`src/rtl/triangle_seq_pkg.sv`:
```
// Shared types and default widths for the triangle-wave run sequencer.
package triangle_seq_pkg;

    localparam int unsigned N_DEF     = 8;
    localparam int unsigned DIV_W_DEF = 16;
    localparam int unsigned CNT_W_DEF = 8;

    typedef enum logic [2:0] {
        IDLE  = 3'd0,
        CLEAR = 3'd1,
        RUN   = 3'd2,
        DWELL = 3'd3,
        DONE  = 3'd4
    } state_t;

    typedef enum logic {
        UP   = 1'b0,
        DOWN = 1'b1
    } dir_t;

endpackage

```
`src/rtl/triangle_seq_tick_divider.sv`:
```
// tick_divider: one-cycle tick every limit+1 clocks while run is high.
module tick_divider #(
    parameter int unsigned DIV_W = 16
) (
    input  logic             clk,
    input  logic             clr,
    input  logic             run,
    input  logic [DIV_W-1:0] limit,
    output logic             tick
);

    logic [DIV_W-1:0] count;

    assign tick = run && (count == limit);

    // Count 0..limit, wrapping to 0 on the tick; clr forces 0.
    always_ff @(posedge clk) begin
        if (clr) begin
            count <= '0;
        end else if (run) begin
            count <= tick ? '0 : count + DIV_W'(1);
        end
    end

endmodule

```
`src/rtl/triangle_sequencer.sv`:
```
// triangle_sequencer: run control (step pacing, period counting, peak dwell)
// for an external up/down triangle counter.
// Optional peak dwell is compiled in with `define TRIANGLE_SEQ_DWELL_EN.
module triangle_sequencer
    import triangle_seq_pkg::*;
#(
    parameter int unsigned N     = N_DEF,
    parameter int unsigned DIV_W = DIV_W_DEF,
    parameter int unsigned CNT_W = CNT_W_DEF
) (
    input  logic             clk,
    input  logic             rst,
    input  logic             start,
    input  logic             stop,
    input  logic [DIV_W-1:0] divider,
    input  logic [CNT_W-1:0] num_cycles,
    input  logic [DIV_W-1:0] dwell,
    input  logic [N-1:0]     wave_in,
    output logic             wave_ena,
    output logic             wave_rst,
    output logic             busy,
    output logic             done,
    output logic [CNT_W-1:0] cycles_done
);

    localparam logic [N-1:0] WAVE_MAX  = '1;
    localparam logic [N-1:0] WAVE_PEAK = WAVE_MAX - N'(1);
    localparam logic [N-1:0] WAVE_ONE  = N'(1);

    state_t           state;
    state_t           state_next;
    dir_t             dir;
    logic [DIV_W-1:0] div_q;
    logic [CNT_W-1:0] num_q;
    logic [CNT_W-1:0] cycles_q;
    logic [CNT_W-1:0] cycles_next;
    logic             presc_tick;
    logic             step;
    logic             top_hit;
    logic             period_end;
    logic             run_done;
    logic             accept;

    assign accept = (state == IDLE) && start && !stop;

    tick_divider #(.DIV_W(DIV_W)) u_presc (
        .clk   (clk),
        .clr   (rst || (state != RUN)),
        .run   (state == RUN),
        .limit (div_q),
        .tick  (presc_tick)
    );

    // A step is suppressed in the stop/reset cycle so the triangle freezes.
    assign step        = presc_tick && !stop && !rst;
    assign top_hit     = step && (dir == UP) && (wave_in == WAVE_MAX);
    assign period_end  = step && (dir == DOWN) && (wave_in == WAVE_ONE);
    assign cycles_next = cycles_q + CNT_W'(1);
    assign run_done    = period_end && (num_q != '0) && (cycles_next == num_q);

`ifdef TRIANGLE_SEQ_DWELL_EN
    logic [DIV_W-1:0] dwell_q;
    logic             dwell_tick;
    logic             peak_hit;

    assign peak_hit = step && (dir == UP) && (wave_in == WAVE_PEAK) && (dwell_q != '0);

    tick_divider #(.DIV_W(DIV_W)) u_dwell (
        .clk   (clk),
        .clr   (rst || (state != DWELL)),
        .run   (state == DWELL),
        .limit (dwell_q - DIV_W'(1)),
        .tick  (dwell_tick)
    );

    // Dwell length is captured with the rest of the run parameters.
    always_ff @(posedge clk) begin
        if (rst) begin
            dwell_q <= '0;
        end else if (accept) begin
            dwell_q <= dwell;
        end
    end
`else
    logic dwell_unused;
    logic peak_unused;
    assign dwell_unused = ^dwell;
    assign peak_unused  = ^WAVE_PEAK;
`endif

    // State register.
    always_ff @(posedge clk) begin
        if (rst) begin
            state <= IDLE;
        end else begin
            state <= state_next;
        end
    end

    // Next-state logic.
    always_comb begin
        state_next = state;
        case (state)
            IDLE:  if (accept) state_next = CLEAR;
            CLEAR: state_next = stop ? IDLE : RUN;
            RUN: begin
                if (stop) begin
                    state_next = IDLE;
                end else if (run_done) begin
                    state_next = DONE;
`ifdef TRIANGLE_SEQ_DWELL_EN
                end else if (peak_hit) begin
                    state_next = DWELL;
`endif
                end
            end
`ifdef TRIANGLE_SEQ_DWELL_EN
            DWELL: begin
                if (stop) begin
                    state_next = IDLE;
                end else if (dwell_tick) begin
                    state_next = RUN;
                end
            end
`endif
            DONE:    state_next = IDLE;
            default: state_next = IDLE;
        endcase
    end

    // State-decoded outputs; reset forces the quiet values in its own cycle.
    always_comb begin
        wave_rst    = rst || (state == CLEAR);
        wave_ena    = step;
        busy        = !rst && ((state == CLEAR) || (state == RUN) || (state == DWELL));
        done        = !rst && (state == DONE);
        cycles_done = rst ? '0 : cycles_q;
    end

    // Run parameters, direction tracking and completed-period count.
    always_ff @(posedge clk) begin
        if (rst) begin
            dir      <= UP;
            div_q    <= '0;
            num_q    <= '0;
            cycles_q <= '0;
        end else begin
            if (accept) begin
                div_q <= divider;
                num_q <= num_cycles;
            end
            if (state == CLEAR) begin
                dir      <= UP;
                cycles_q <= '0;
            end else if (top_hit) begin
                dir <= DOWN;
            end else if (period_end) begin
                dir      <= UP;
                cycles_q <= cycles_next;
            end
        end
    end

endmodule

```
`config.mk`:
```
export PLATFORM = sky130hd
export DESIGN_NAME = triangle_sequencer
export DESIGN_NICKNAME = d
export VERILOG_FILES = /design/src/rtl/triangle_seq_pkg.sv /design/src/rtl/triangle_seq_tick_divider.sv /design/src/rtl/triangle_sequencer.sv
export SDC_FILE = /design/constraint.sdc
export NUM_CORES = 1
export LEC_CHECK = 0
export ABC_AREA = 1
export BUFFER_PORTS_ARGS = -buffer_cell sky130_fd_sc_hd__buf_4
export CAP_MARGIN = 20
export CORE_MARGIN = 3
export CORE_UTILIZATION = 45
export DETAILED_ROUTE_END_ITERATION = 16
export MAX_ROUTING_LAYER = met4
export PLACE_DENSITY = 0.69
export SLEW_MARGIN = 20
export SYNTH_ARGS = -nofsm -noshare
export SYNTH_HDL_FRONTEND = slang
export SYNTH_SLANG_ARGS = --single-unit
```
`constraint.sdc`:
```
create_clock -name clk -period 4.9 [get_ports clk]
set_input_delay 0.49 -clock clk [delete_from_list [all_inputs] [get_ports clk]]
set_output_delay 0.49 -clock clk [all_outputs]
set_load 0.005 [all_outputs]
```
# --- Word level (Yosys, flattened, before mapping) ---
# Index checks and enable logic that the tools add are counted.
# W data, S select, Z words.
totals:
  input_bits: 52
  out_inout_bits: 12
  regBits: 52
  wordCells: 55
classes:
  addsub: 2
  n_reduce_logical: 25
  muxes: 9
  bitwise: 2
  n_eq_ne: 11
op_table:
  columns: ["operator", "count"]
  rows:
  - ["$add A16 B1 Y16 const B", 1]
  - ["$eq A16 B16 Y1", 1]
  - ["$mux W16", 1]
  - ["$logic_and A1 B1 Y1", 13]
  - ["$mux W3", 3]
  - ["$pmux W3 S3", 1]
  - ["$add A8 B1 Y8 const B", 1]
  - ["$eq A8 B1 Y1 const B", 1]
  - ["$eq A8 B8 Y1", 1]
  - ["$eq A8 B8 Y1 const B", 1]
  - ["$mux W8", 1]
  - ["$reduce_bool A8 Y1", 1]
  - ["$eq A3 B2 Y1 const B", 2]
  - ["$logic_or A1 B1 Y1", 4]
  - ["$reduce_and A2 Y1", 2]
  - ["$eq A3 B1 Y1 const B", 1]
  - ["$eq A3 B3 Y1 const B", 1]
  - ["$logic_not A3 Y1", 1]
  - ["$ne A3 B2 Y1 const B", 1]
  - ["$ne A3 B3 Y1 const B", 1]
  - ["$logic_not A1 Y1", 2]
  - ["$mux W1", 2]
  - ["$mux W2", 1]
  - ["$ne A2 B2 Y1 const B", 1]
  - ["3 further kinds", 4]

# --- Logic depth before layout (Yosys ltp) ---
depth:
  ltp_word: 11
  depth_mapped: 12
  ltp_nobuf: 12

# --- Modules after synthesis ---
# A second synthesis with hierarchy kept.
unflattened:
  cells_unflattened: 473
  area_unflattened_um2: 3045.4
by_module_without_submodules:
  columns: ["module", "cells_each", "area_each_um2", "instances", "seq_area_each_um2"]
  rows:
  - ["triangle_sequencer", 270, 1816.7, 1, 720.7]
  - ["tick_divider", 203, 1228.7, 1, 320.3]

# --- Least setup slack after synthesis ---
# OpenSTA, ideal clock, no wires.
synth_timing:
  kind: "reg2reg"
  from: "reg u_presc.count[0]"
  to: "reg u_presc.count[14]"
  path_buffers: 0
  required_time_ps: 4784
  arrival_time_ps: 1476
  synth_period_minus_slack_ps: 1592
  setup_time_ps: 116
  stages_incl_launch_ff: 10
  path_slack_ps: 3308
  path_cell_list: "dfxtp_1 -> ha_1 -> nand2_1 -> nor3_2 -> nand3_1 -> nor2_1 -> nand2_1 -> nor2_1 -> xor2_1 -> nor2_1"
synth_via:
  elab_chain_len: 3
  elab_cells_between_ends: 4
  classes_between: "add/sub (1); eq/ne (1); mux (1); reduce/logical (1)"
synth_lines:
  columns: ["element", "line", "rtl"]
  rows:
  - ["start: declaration", "triangle_seq_tick_divider.sv:12", "logic [DIV_W-1:0] count;"]
  - ["start signal: assignment", "triangle_seq_tick_divider.sv:21", "count <= tick ? '0 : count + DIV_W'(1);"]
  - ["parallel branches: the longest is 2 deep, another holds $add A16 B1 Y16", null, null]
  - ["$mux W16 (*)", "triangle_seq_tick_divider.sv:21", null]
# Mark *: on every way between the ends.
# A chain may end at the register's enable or synchronous reset.

# --- Worst setup path in the final report ---
layout_timing:
  from: "reg u_presc.count[6]"
  to: "out wave_ena"
layout_via:
  elab_chain_len: 4
layout_lines:
  columns: ["element", "line", "rtl"]
  rows:
  - ["$eq A16 B16 Y1", "triangle_seq_tick_divider.sv:14", "assign tick = run && (count == limit);"]
  - ["$logic_and A1 B1 Y1", "triangle_seq_tick_divider.sv:14", null]
  - ["$logic_and A1 B1 Y1 (2 in series)", "triangle_sequencer.sv:55", "assign step = presc_tick && !stop && !rst;"]
  - ["end: declaration", "triangle_sequencer.sv:19", "output logic wave_ena,"]
# Every way passes these cells.

==> out/metrics.cfg <==
[sta]
worst_slew_pin_slew_ns = 0.6233
skew_ns = 0.01098
max_clock_freq_ghz = 0.4625
finalSetupViolCount = 0
rsz0062_at_grt = false
relSlewSlack_pct = 58.40
timing.final.crit_share_pct = 44.13
fin_crit_ns = 2.162
hold_viol = 0
fin_setup_tns_ns = 0
slew_viol_final = 0

[floorplanning]
die_w_um = 83.01
die-area_mm2 = 0.006891
boundaryPins = 64
start_util_pct = 47.59
coreArea_mm2 = 0.005608
die_y_um = 83.01
rows = 27

[synthesis]
ys.flop_type = dfxtp_1
synthTopCellsByArea = dfxtp_1 39%, nand2_1 14%, inv_1 8.9%, nor2_1 7.6%, a21oi_1 6.4%
synth_warnings = 0
synthCells = 411
yosysUniqueCellTypes = 28
yosysSeqAreaShare_pct = 39.01
synth_top_area_share_pct = 39.01
ys_ff_latch = 52
synthMostInstantiatedCell = nand2_1
netlist_area_mm2 = 0.002669
synth-edff-count = 0
synth_nets = 465
yosysTopAreaCell = dfxtp_1
ys_async_sr_fraction_pct = 0
syn_avg_cell_area_um2 = 6.493
synthTopCellsByCount = 100 x nand2_1, 63 x inv_1, 54 x nor2_1, 52 x dfxtp_1, 34 x a21oi_1

[setup_path]
r2r_slack_ns = 3.01
r2r_cells = 9
cp_max_fo = 6
endpoint = wave_ena
critical_path_class = reg2out
rr_startpoint = u_presc.count[0]
r2r-end = u_presc.count[14]
crit_start = u_presc.count[6]
worstSetupStartpointType = flop
crit_required_ns = 4.41
end_kind = output pin
cp.arrival_ns = 1.67

[cells_and_area]
fin_cells = 530
drive_above_1_share_pct = 14.41
nNetsFinal = 511
fin_area_mm2 = 0.003172
n_antenna_cell = 0
area_growth_pct = 18.85

[clocking]
post-cts-setup-buffers = 0
cts_buffers = 5
clock_path_buffers = 2
hold_buffers = 0
insertion_delay_ns = 0.31
clkSlewWorstSetupHoldPaths_ns = 0.10
cts_sinks = 52
cts_tree = done
ctsResizeCount = 0
cts_root_buffer = clkbuf_8
h-tree-depth = 2

[placed_design]
placed_cell_area_mm2 = 0.003084
dpl.cell_count = 522
hpwl_um = 4431
routabilityCongestion = 0.8429
io_buffers = 47

[grt]
grt_max_degree = 48
grt_first_pass_wirelength_um = 10210
antenna_found_initial = 0
grt_util_all_layers_pct = 18.04
grt_pass1_vias = 2407
gr-total-overflow = 0

[drt]
wl_um = 5902
dr.pass1.iters = 4
routed_via_density = 4.909
drtAntennaViolNets = 0
wl_per_cell_um = 11.14
vias = 2602
drt_iter0_markers = 82
drc = 0

[power_and_ir_drop]
vdd_drop_max_mv = 0.1252
power_density_mw_per_mm2 = 247.4
leakage_nw = 1.405
power_uw = 784.7

[run_status]
outcome = complete, no violations

[flow_run]
maxCapViolCount = 0

[min_path]
holdCritPathClass = in2reg

## metrics by stage
step / utilization (%) / setup WS (ns) / hold WS [ns]
floorplan: - / 3.308 / 0.4409
global placement: 55.00 / 2.753 / 0.4574
detailed placement: 55.00 / 2.752 / 0.4631
CTS: 56.56 / 2.726 / 0.4471
global route: 56.56 / 2.512 / 0.4493
finish: 56.56 / 2.738 / 0.4511
## where the power goes
| group | leakage, nW | internal, mW | switching, mW |
|---|---|---|---|
| Sequential | 0.423 | 0.437 | 0.00841 |
| Clock | 0.0479 | 0.100 | 0.148 |
| Combinational | 0.934 | 0.0418 | 0.0494 |
| Total | 1.41 | 0.579 | 0.206 |
## layout make-up
class / instances / area, µm²
flip-flops and latches: 52 / 1041
inverters: 67 / 254.0
repair buffers: 48 / 360.3
fillers: 568 / 2436
well taps: 72 / 90.09
clock inverters: 3 / 18.77
clock buffers: 5 / 68.82
multi-input cells: 283 / 1339
## layer usage
metal / up-vias / routed length [µm] / track usage (%)
li1: 1394 / - / -
met5: - / 0 / -
met4: 0 / 71 / 5.052
met1: 1154 / 2785 / 20.59
met3: 7 / 249 / 4.563
met2: 47 / 2795 / 31.27
## cells by family after synthesis
family | share of synthesized area (%)
AOI/OAI and AO/OA | 13.36
adders and majority gates | 0.9375
buffers and inverters | 10.83
and+or+nand+nor | 33.24
xor gates and xnor gates | 2.626
DFF | 39.01
## registers in the layout (all words and copies together), names as in the netlist
signal,flops
div_q,16
u_presc.count,16
cycles_q,8
num_q,8
state,3
dir,1
## worst min path at each step
stage	endpoint	cells past startpoint	from
2_1_floorplan	u_presc.count[0]	1	u_presc.count[0]
3_3_place_gp	div_q[10]	2	div_q[10]
3_5_place_dp	div_q[7]	2	div_q[7]
4_1_cts	num_q[4]	3	num_cycles[4]
5_1_grt	num_q[5]	3	num_cycles[5]
6_report	num_q[4]	3	num_cycles[4]
## placed cells by master (no fill, tap or decap)
cell type,synthesis,final
nand2_1,100,100
inv_1,63,63
nor2_1,54,54
dfxtp_1,52,52
buf_4,0,48
a21oi_1,34,34
o21ai_0,30,30
nand3_1,17,17
nor3_1,10,10
xor2_1,8,8
nand4_1,7,7
clkbuf_8,0,5
nor4_1,4,4
nor3b_1,3,3
o21ai_1,3,3
inv_2,2,2
nor3_2,2,2
a31oi_1,2,2
ha_1,2,2
clkinv_2,0,2
nor2_2,1,1
nand3_2,1,1
a211o_1,1,1
or2_2,1,1
nor2_8,1,1
nand3b_1,1,1
nand4_2,1,1
clkinv_1,1,1
inv_4,1,1
clkinv_4,0,1
## worst max-delay path: stages (launching register included)
cell     delay [ns]
dfxtp_1        0.45
inv_2          0.06
nand2_1        0.06
nand2_1        0.05
nor2_1         0.13
nand2_1        0.08
nor2_2         0.15
nand3_2        0.16
inv_1          0.11
buf_4          0.11
Power figures use the tool's default switching activity.
